## src/rtl/dec_issue_buffer_if.sv

```systemverilog
// Interface for the issue buffer: fetch-side push lanes, issue-side slots,
// flush and occupancy. The buffer connects through the slave modport and the
// fetch/issue environment through the master modport.
interface dec_issue_buffer_if #(
  parameter int DEPTH   = 8,
  parameter int FETCH_W = 2,
  parameter int ISSUE_W = 2
);
  localparam int CW = $clog2(DEPTH) + 1;

  logic                    flush;
  logic [FETCH_W-1:0]      push_valid;
  logic [32*FETCH_W-1:0]   push_instr;
  logic [32*FETCH_W-1:0]   push_pc;
  logic                    push_ready;
  logic                    issue_ready;
  logic [ISSUE_W-1:0]      issue_valid;
  logic [32*ISSUE_W-1:0]   issue_instr;
  logic [32*ISSUE_W-1:0]   issue_pc;
  logic [ISSUE_W-1:0]      issue_ri;
  logic [CW-1:0]           count;

  modport master (
    output flush, push_valid, push_instr, push_pc, issue_ready,
    input  push_ready, issue_valid, issue_instr, issue_pc, issue_ri, count
  );

  modport slave (
    input  flush, push_valid, push_instr, push_pc, issue_ready,
    output push_ready, issue_valid, issue_instr, issue_pc, issue_ri, count
  );
endinterface

```

## src/rtl/dec_issue_buffer.sv

```systemverilog
// Multi-issue instruction buffer: circular FIFO of fetched MIPS32 words with
// pre-decode of the head entries and in-order selection of the largest group
// that can issue together (structural, control and register hazards).
module dec_issue_buffer #(
  parameter int DEPTH   = 8,
  parameter int FETCH_W = 2,
  parameter int ISSUE_W = 2
) (
  input  logic             clk,
  input  logic             resetn,
  dec_issue_buffer_if.slave bus
);
  localparam int AW = $clog2(DEPTH);
  localparam int CW = AW + 1;

  typedef struct packed {
    logic       mem;
    logic       muldiv;
    logic       branch;
    logic       solo;
    logic       ri;
    logic [4:0] dest;   // 0 means no destination
    logic [4:0] rs;
    logic [4:0] rt;
  } pd_t;

  // Classify one instruction from its fields; unknown encodings become ri+solo.
  function automatic pd_t predecode(input logic [5:0] op, input logic [5:0] fn,
                                    input logic [4:0] rs, input logic [4:0] rt,
                                    input logic [4:0] rd);
    pd_t d;
    d    = '0;
    d.rs = rs;
    d.rt = rt;
    case (op)
      6'h00: begin
        case (fn)
          6'h00, 6'h02, 6'h03, 6'h04, 6'h06, 6'h07, 6'h0A, 6'h0B,
          6'h20, 6'h21, 6'h22, 6'h23, 6'h24, 6'h25, 6'h26, 6'h27,
          6'h2A, 6'h2B:                          d.dest = rd;
          6'h08:                                 d.branch = 1'b1;
          6'h09: begin d.branch = 1'b1; d.dest = rd; end
          6'h0C, 6'h0D:                          d.solo = 1'b1;
          6'h10, 6'h12: begin d.muldiv = 1'b1; d.dest = rd; end
          6'h11, 6'h13, 6'h18, 6'h19, 6'h1A, 6'h1B: d.muldiv = 1'b1;
          6'h30, 6'h31, 6'h32, 6'h33, 6'h34, 6'h36: d.solo = 1'b1;
          default:                               d.ri = 1'b1;
        endcase
      end
      6'h01: begin
        case (rt)
          5'h00, 5'h01:                          d.branch = 1'b1;
          5'h10, 5'h11: begin d.branch = 1'b1; d.dest = 5'd31; end
          5'h08, 5'h09, 5'h0A, 5'h0B, 5'h0C, 5'h0E: d.solo = 1'b1;
          default:                               d.ri = 1'b1;
        endcase
      end
      6'h02, 6'h04, 6'h05, 6'h06, 6'h07:         d.branch = 1'b1;
      6'h03: begin d.branch = 1'b1; d.dest = 5'd31; end
      6'h08, 6'h09, 6'h0A, 6'h0B, 6'h0C, 6'h0D, 6'h0E, 6'h0F: d.dest = rt;
      6'h10: begin
        case (rs)
          5'h00: begin d.solo = 1'b1; d.dest = rt; end
          5'h04:                                 d.solo = 1'b1;
          5'h10: begin
            d.solo = (fn == 6'h18);
            d.ri   = (fn != 6'h18);
          end
          default:                               d.ri = 1'b1;
        endcase
      end
      6'h1C: begin
        case (fn)
          6'h00, 6'h01, 6'h04, 6'h05:            d.muldiv = 1'b1;
          6'h02: begin d.muldiv = 1'b1; d.dest = rd; end
          6'h20, 6'h21:                          d.dest = rd;
          default:                               d.ri = 1'b1;
        endcase
      end
      6'h1F: begin
        case (fn)
          6'h00, 6'h04:                          d.dest = rt;
          default:                               d.ri = 1'b1;
        endcase
      end
      6'h20, 6'h21, 6'h22, 6'h23, 6'h24, 6'h25, 6'h26, 6'h30: begin
        d.mem  = 1'b1;
        d.dest = rt;
      end
      6'h28, 6'h29, 6'h2A, 6'h2B, 6'h2E:         d.mem = 1'b1;
      default:                                   d.ri = 1'b1;
    endcase
    d.solo = d.solo | d.ri;
    if (d.ri) begin
      d.dest = 5'd0;
    end else begin
      d.dest = d.dest;
    end
    return d;
  endfunction

  logic [31:0]        instr_mem_r [DEPTH];
  logic [31:0]        pc_mem_r    [DEPTH];
  logic [AW-1:0]      rd_ptr_r;
  logic [AW-1:0]      wr_ptr_r;
  logic [CW-1:0]      count_r;
  logic               push_ready_s;
  logic [CW-1:0]      push_n_s;
  logic [CW-1:0]      pop_n_s;
  logic [ISSUE_W-1:0] valid_s;
  pd_t                pd_s        [ISSUE_W];
  logic [31:0]        head_instr_s[ISSUE_W];
  logic [31:0]        head_pc_s   [ISSUE_W];

  // Room for a full fetch group, judged on the registered count only.
  assign push_ready_s = (count_r <= CW'(DEPTH - FETCH_W));

  // Number of accepted lanes: the leading run of valid lanes from lane 0.
  always_comb begin
    logic run;
    run      = 1'b1;
    push_n_s = '0;
    for (int k = 0; k < FETCH_W; k++) begin
      run      = run & bus.push_valid[k];
      push_n_s = push_n_s + CW'(run);
    end
    if (!push_ready_s || bus.flush) begin
      push_n_s = '0;
    end else begin
      push_n_s = push_n_s;
    end
  end

  // Read the head window and pre-decode each entry.
  always_comb begin
    for (int i = 0; i < ISSUE_W; i++) begin
      head_instr_s[i] = instr_mem_r[rd_ptr_r + AW'(i)];
      head_pc_s[i]    = pc_mem_r[rd_ptr_r + AW'(i)];
      pd_s[i]         = predecode(head_instr_s[i][31:26], head_instr_s[i][5:0],
                                  head_instr_s[i][25:21], head_instr_s[i][20:16],
                                  head_instr_s[i][15:11]);
    end
  end

  // Grow the issue group slot by slot while no pairing rule is violated.
  always_comb begin
    logic ok;
    ok         = 1'b0;
    valid_s    = '0;
    valid_s[0] = (count_r != '0);
    for (int k = 1; k < ISSUE_W; k++) begin
      ok = valid_s[k-1] && (count_r > CW'(k)) && !pd_s[k].branch && !pd_s[k].solo;
      for (int j = 0; j < k; j++) begin
        ok = ok && !(pd_s[j].mem && pd_s[k].mem)
                && !(pd_s[j].muldiv && pd_s[k].muldiv)
                && !pd_s[j].solo
                && !((pd_s[j].dest != 5'd0) &&
                     ((pd_s[j].dest == pd_s[k].rs) ||
                      (pd_s[j].dest == pd_s[k].rt) ||
                      (pd_s[j].dest == pd_s[k].dest)));
      end
      valid_s[k] = ok;
    end
  end

  // Entries leaving this cycle: the whole presented group when accepted.
  always_comb begin
    pop_n_s = '0;
    for (int i = 0; i < ISSUE_W; i++) begin
      pop_n_s = pop_n_s + CW'(valid_s[i]);
    end
    if (!bus.issue_ready || bus.flush) begin
      pop_n_s = '0;
    end else begin
      pop_n_s = pop_n_s;
    end
  end

  // Pointer and occupancy update; flush empties the buffer and wins over push/pop.
  always_ff @(posedge clk or negedge resetn) begin
    if (!resetn) begin
      rd_ptr_r <= '0;
      wr_ptr_r <= '0;
      count_r  <= '0;
    end else if (bus.flush) begin
      rd_ptr_r <= '0;
      wr_ptr_r <= '0;
      count_r  <= '0;
    end else begin
      rd_ptr_r <= rd_ptr_r + pop_n_s[AW-1:0];
      wr_ptr_r <= wr_ptr_r + push_n_s[AW-1:0];
      count_r  <= count_r + push_n_s - pop_n_s;
    end
  end

  // Payload storage (not reset): write the accepted lanes at the tail.
  always_ff @(posedge clk) begin
    for (int k = 0; k < FETCH_W; k++) begin
      if (CW'(k) < push_n_s) begin
        instr_mem_r[wr_ptr_r + AW'(k)] <= bus.push_instr[32*k +: 32];
        pc_mem_r[wr_ptr_r + AW'(k)]    <= bus.push_pc[32*k +: 32];
      end
    end
  end

  // Drive the issue slots from the head window; ri only flags issuing slots.
  always_comb begin
    for (int i = 0; i < ISSUE_W; i++) begin
      bus.issue_instr[32*i +: 32] = head_instr_s[i];
      bus.issue_pc[32*i +: 32]    = head_pc_s[i];
      bus.issue_ri[i]             = valid_s[i] & pd_s[i].ri;
    end
  end

  assign bus.push_ready  = push_ready_s;
  assign bus.issue_valid = valid_s;
  assign bus.count       = count_r;
endmodule

```

## src/flat_wrapper.sv

```systemverilog
// flat-port wrapper written by rule: the top's interface ports become plain ports
module dec_issue_buffer_flat 
#(
  parameter int DEPTH   = 8,
  parameter int FETCH_W = 2,
  parameter int ISSUE_W = 2
)
  (clk, resetn, bus_flush, bus_push_valid, bus_push_instr, bus_push_pc, bus_issue_ready, bus_push_ready, bus_issue_valid, bus_issue_instr, bus_issue_pc, bus_issue_ri, bus_count);
  dec_issue_buffer_if #(.DEPTH(DEPTH), .FETCH_W(FETCH_W), .ISSUE_W(ISSUE_W)) bus_i ();
  input  logic clk;
  input  logic resetn;
  input wire logic [$bits(bus_i.flush)-1:0] bus_flush;
  input wire logic [$bits(bus_i.push_valid)-1:0] bus_push_valid;
  input wire logic [$bits(bus_i.push_instr)-1:0] bus_push_instr;
  input wire logic [$bits(bus_i.push_pc)-1:0] bus_push_pc;
  input wire logic [$bits(bus_i.issue_ready)-1:0] bus_issue_ready;
  output wire logic [$bits(bus_i.push_ready)-1:0] bus_push_ready;
  output wire logic [$bits(bus_i.issue_valid)-1:0] bus_issue_valid;
  output wire logic [$bits(bus_i.issue_instr)-1:0] bus_issue_instr;
  output wire logic [$bits(bus_i.issue_pc)-1:0] bus_issue_pc;
  output wire logic [$bits(bus_i.issue_ri)-1:0] bus_issue_ri;
  output wire logic [$bits(bus_i.count)-1:0] bus_count;
  assign bus_i.flush = bus_flush;
  assign bus_i.push_valid = bus_push_valid;
  assign bus_i.push_instr = bus_push_instr;
  assign bus_i.push_pc = bus_push_pc;
  assign bus_i.issue_ready = bus_issue_ready;
  assign bus_push_ready = bus_i.push_ready;
  assign bus_issue_valid = bus_i.issue_valid;
  assign bus_issue_instr = bus_i.issue_instr;
  assign bus_issue_pc = bus_i.issue_pc;
  assign bus_issue_ri = bus_i.issue_ri;
  assign bus_count = bus_i.count;
  dec_issue_buffer #(.DEPTH(DEPTH), .FETCH_W(FETCH_W), .ISSUE_W(ISSUE_W)) u_core (.clk(clk), .resetn(resetn), .bus(bus_i));
endmodule
```

## config.mk

```make
export PLATFORM = sky130hd
export DESIGN_NAME = dec_issue_buffer_flat
export DESIGN_NICKNAME = d
export VERILOG_FILES = /design/src/rtl/dec_issue_buffer_if.sv /design/src/rtl/dec_issue_buffer.sv /design/src/flat_wrapper.sv
export SDC_FILE = /design/constraint.sdc
export NUM_CORES = 1
export LEC_CHECK = 0
export BUFFER_PORTS_ARGS = -buffer_cell sky130_fd_sc_hd__buf_2
export CORE_MARGIN = 5
export CORE_UTILIZATION = 45
export CTS_CLUSTER_SIZE = 20
export DETAILED_ROUTE_END_ITERATION = 8
export PLACE_DENSITY = 0.62
export SLEW_MARGIN = 20
export SYNTH_ARGS = -nofsm -noshare
export SYNTH_HDL_FRONTEND = slang
export SYNTH_SLANG_ARGS = --single-unit
```

## constraint.sdc

```tcl
create_clock -name clk -period 8 [get_ports clk]
set_clock_uncertainty 0.2 [all_clocks]
set_input_delay 0.4 -clock clk [delete_from_list [all_inputs] [get_ports clk]]
set_output_delay 0.4 -clock clk [all_outputs]
set_load 0.005 [all_outputs]
```

==> impl_metrics.yaml <==
routing:
  wire_per_inst_um: 28.42
  ant_nets: 0
  wl_um: 98800
  dr_total_vias: 21360
  drtPass1Iterations: 5
  drc: 0
  viasPerCell: 6.144
  drt_iter0_markers: 1881
logic_synthesis:
  ys.flop_type: "edfxtp_1"
  ys_seq_elements: 522
  synth-edff-count: 512
  synthDistinctLibCells: 80
  yosysWarnings: 0
  netlist_area_sq_mm: 0.03176
  synth.area.top_cells: "edfxtp_1 48%, mux2_2 20%, mux4_2 16%"
  ys_async_sr_fraction_pct: 1.916
  synth-compound-area-share_pct: 2.564
  synth.net_count: 2212
  synth_fa_ha_area_share_pct: 0.6854
  yosys.area_share.simple_pct: 4.849
  synth_top_family_by_area: "multiplexers"
  synth_xor_area_share_pct: 0.6578
  synth_top_area_cell: "edfxtp_1"
  synthCells: 2063
  synth.area.mux_share_pct: 39.36
  synth_top_area_share_pct: 48.40
  avgSynthCellArea_sq_um: 15.40
  ys_seq_area_share_pct: 49.19
critical_path:
  rrSetupSlack_ns: 0.98
  required_ns: 8.30
  crit_arrival_ns: 7.32
  worst_setup_path_start_kind: "flop"
  path_buf_inv: 2
  path_class: "reg2reg"
  r2r_end: "u_core.bus.count[3]"
  startpoint: "u_core.rd_ptr_r[2]"
  crit_slowest_cell: "dfrtp_4"
  r2r.worst_path.cells: 21
  crit_family: "compound AO/OA/AOI/OAI gates"
  cpPeakStageDelay_ns: 0.87
  endpoint_kind: "flop"
  cp_max_fo: 40
  cp_num_cells: 21
  r2r-start: "u_core.rd_ptr_r[2]"
  worstPathCellList: "buf_4, mux4_2, mux2i_1, buf_4, nand4_1, nor2_1, a31oi_1, o21ai_0, nand4b_1, a211oi_1, nand4_1, a21oi_1, o221a_1, ha_1, nand3b_1, fa_1, ha_1, a21o_1, a21oi_1, xnor2_1, nor2_1"
clock_tree:
  root_buffer: "clkbuf_16"
  cts_buffer_depth: 3
  cts.sinks: 522
  cts_buffers: 59
  clkTransAtPathRegs_ns: 0.06
  tritoncts: "built"
  h-tree-depth: 2
  clk_latency_ns: 0.63
global_routing:
  antenna_found_initial: 7
  grt_overflow: 0
  grt_pass1_wl_um: 145200
  grt.total_usage_pct: 25.58
  grt_pass1_vias: 22430
  grt_max_degree: 138
timing:
  holdWs_ns: 0.03918
  max-slew-margin-rel_pct: 26.55
  fin_crit_ns: 7.020
  clock.fmax_mhz: 142.4
  finalWorstSetupSlack_ns: 0.9799
  finalHoldViolations: 0
  rsz0062_at_grt: "false"
  tightest_slew_ns: 1.099
  totalNegativeSetupSlack_ns: 0
  fin_crit_sh_pct: 87.75
  setup-violations-final: 0
  maxSlewViolCount: 0
placed_design:
  pre_cts_slack_ns: 1.071
  gp_congestion: 0.9042
  io_buffers: 269
  hpwl_um: 58800
floorplanning:
  die-height_um: 275.7
  std_cell_rows: 97
  fp.coreArea_sq_mm: 0.07003
  die_area_sq_mm: 0.07600
  initial_core_util_pct: 45.36
  fp.dieW_um: 275.7
  io_pins: 271
cells_and_area:
  final_nets: 2630
  final_cell_mix: "577 x mux2_2, 512 x edfxtp_1, 269 x buf_2"
  drive_gt1_share_pct: 48.93
  n_fill_cell: 5796
  areaGrowthSynthToFinish_pct: 19.20
  final_common_cell: "mux2_2"
power:
  ir_drop_v: 0.0003026
  leakage_nw: 12.82
  p_per_area_mw_per_mm2: 272.3
  power.total_mw: 10.31
hold_path:
  hold_depth: 2
  hold_path.startpoint: "bus_push_instr[26]"
  hold_end: "u_core.instr_mem_r[5][26]"
  worstHoldPathType: "in2reg"
outcome:
  status: "finished clean"
run:
  drv_cap: 0
==> sequential cells by signal (all words and copies together) (netlist names) <==
| name | flops |
|---|---|
| u_core.bus.count | 4 |
| u_core.instr_mem_r | 256 |
| u_core.pc_mem_r | 256 |
| u_core.rd_ptr_r | 3 |
| u_core.wr_ptr_r | 3 |
==> how the worst max path moves through the flow <==
stage | end
global route | u_core.bus.count[3]
finish | u_core.bus.count[3]
detailed placement | u_core.bus.count[3]
floorplan | u_core.instr_mem_r[4][0]
CTS | u_core.bus.count[3]
global placement | u_core.bus.count[3]
==> per-stage QoR <==
step           std cells  utilization, %  cell area (sq um)
3_3_place_gp        3168           48.73              34120
6_report            3476           54.06              37860
5_1_grt             3474           54.06              37860
3_5_place_dp        3169           48.77              34150
2_1_floorplan       2063               -              31760
4_1_cts             3470           54.04              37850
==> where the power goes <==
| group | internal (mW) | switching, mW | total, mW |
|---|---|---|---|
| Combinational | 2.13 | 2.44 | 4.56 |
| Clock | 1.43 | 1.12 | 2.55 |
| Sequential | 3.12 | 0.0732 | 3.20 |
==> cell families (layout without fill, tap and decap cells) <==
logic type | Yosys count | in the layout
mux | 872 | 872
xor+xnor | 23 | 23
buf+inv | 186 | 653
flops | 522 | 522
compound gates | 107 | 107
fa+ha+maj | 15 | 15
simple gates | 337 | 337
other cells | 1 | 7
==> synthesized netlist by cell type, types with 9 or more instances <==
master	count
mux2i_1	51
ha_1	11
inv_1	39
buf_2	20
mux2_2	577
nand2_1	188
nor2_1	31
xnor2_1	16
mux4_1	9
nand3_1	35
o21ai_0	17
clkbuf_1	89
a21oi_1	13
nor3_1	14
edfxtp_1	512
buf_4	10
buf_1	13
mux4_2	231
dfrtp_1	10
nor2b_1	17
==> metal layers <==
layer,part of all wire (%),vias up,global-route usage [%]
met5,0.027,-,0
met2,49,823,43.19
met1,41,11180,34.49
li1,-,9194,-
met3,7.1,155,4.737
met4,2.4,4,6.432
==> timing repair <==
item,in CTS,in global routing
endpoints found under the setup margin,0,0
endpoints found under the hold margin,518,0
hold buffers,191,0
gates resized for setup,0,0
buffers inserted,0,0
==> final cells by class <==
class / count / area [sq um] / share of cell area, %
Sequential cell: 522 / 15640 / 41.30
Multi-Input combinational cell: 1355 / 15490 / 40.90
Timing Repair Buffer: 500 / 3603 / 9.518
Clock buffer: 80 / 1598 / 4.220
Tap cell: 940 / 1176 / 3.107
Clock inverter: 30 / 183.9 / 0.4858
Inverter: 43 / 161.4 / 0.4263
Antenna cell: 6 / 15.01 / 0.03966
Power figures use the tool's default switching activity.
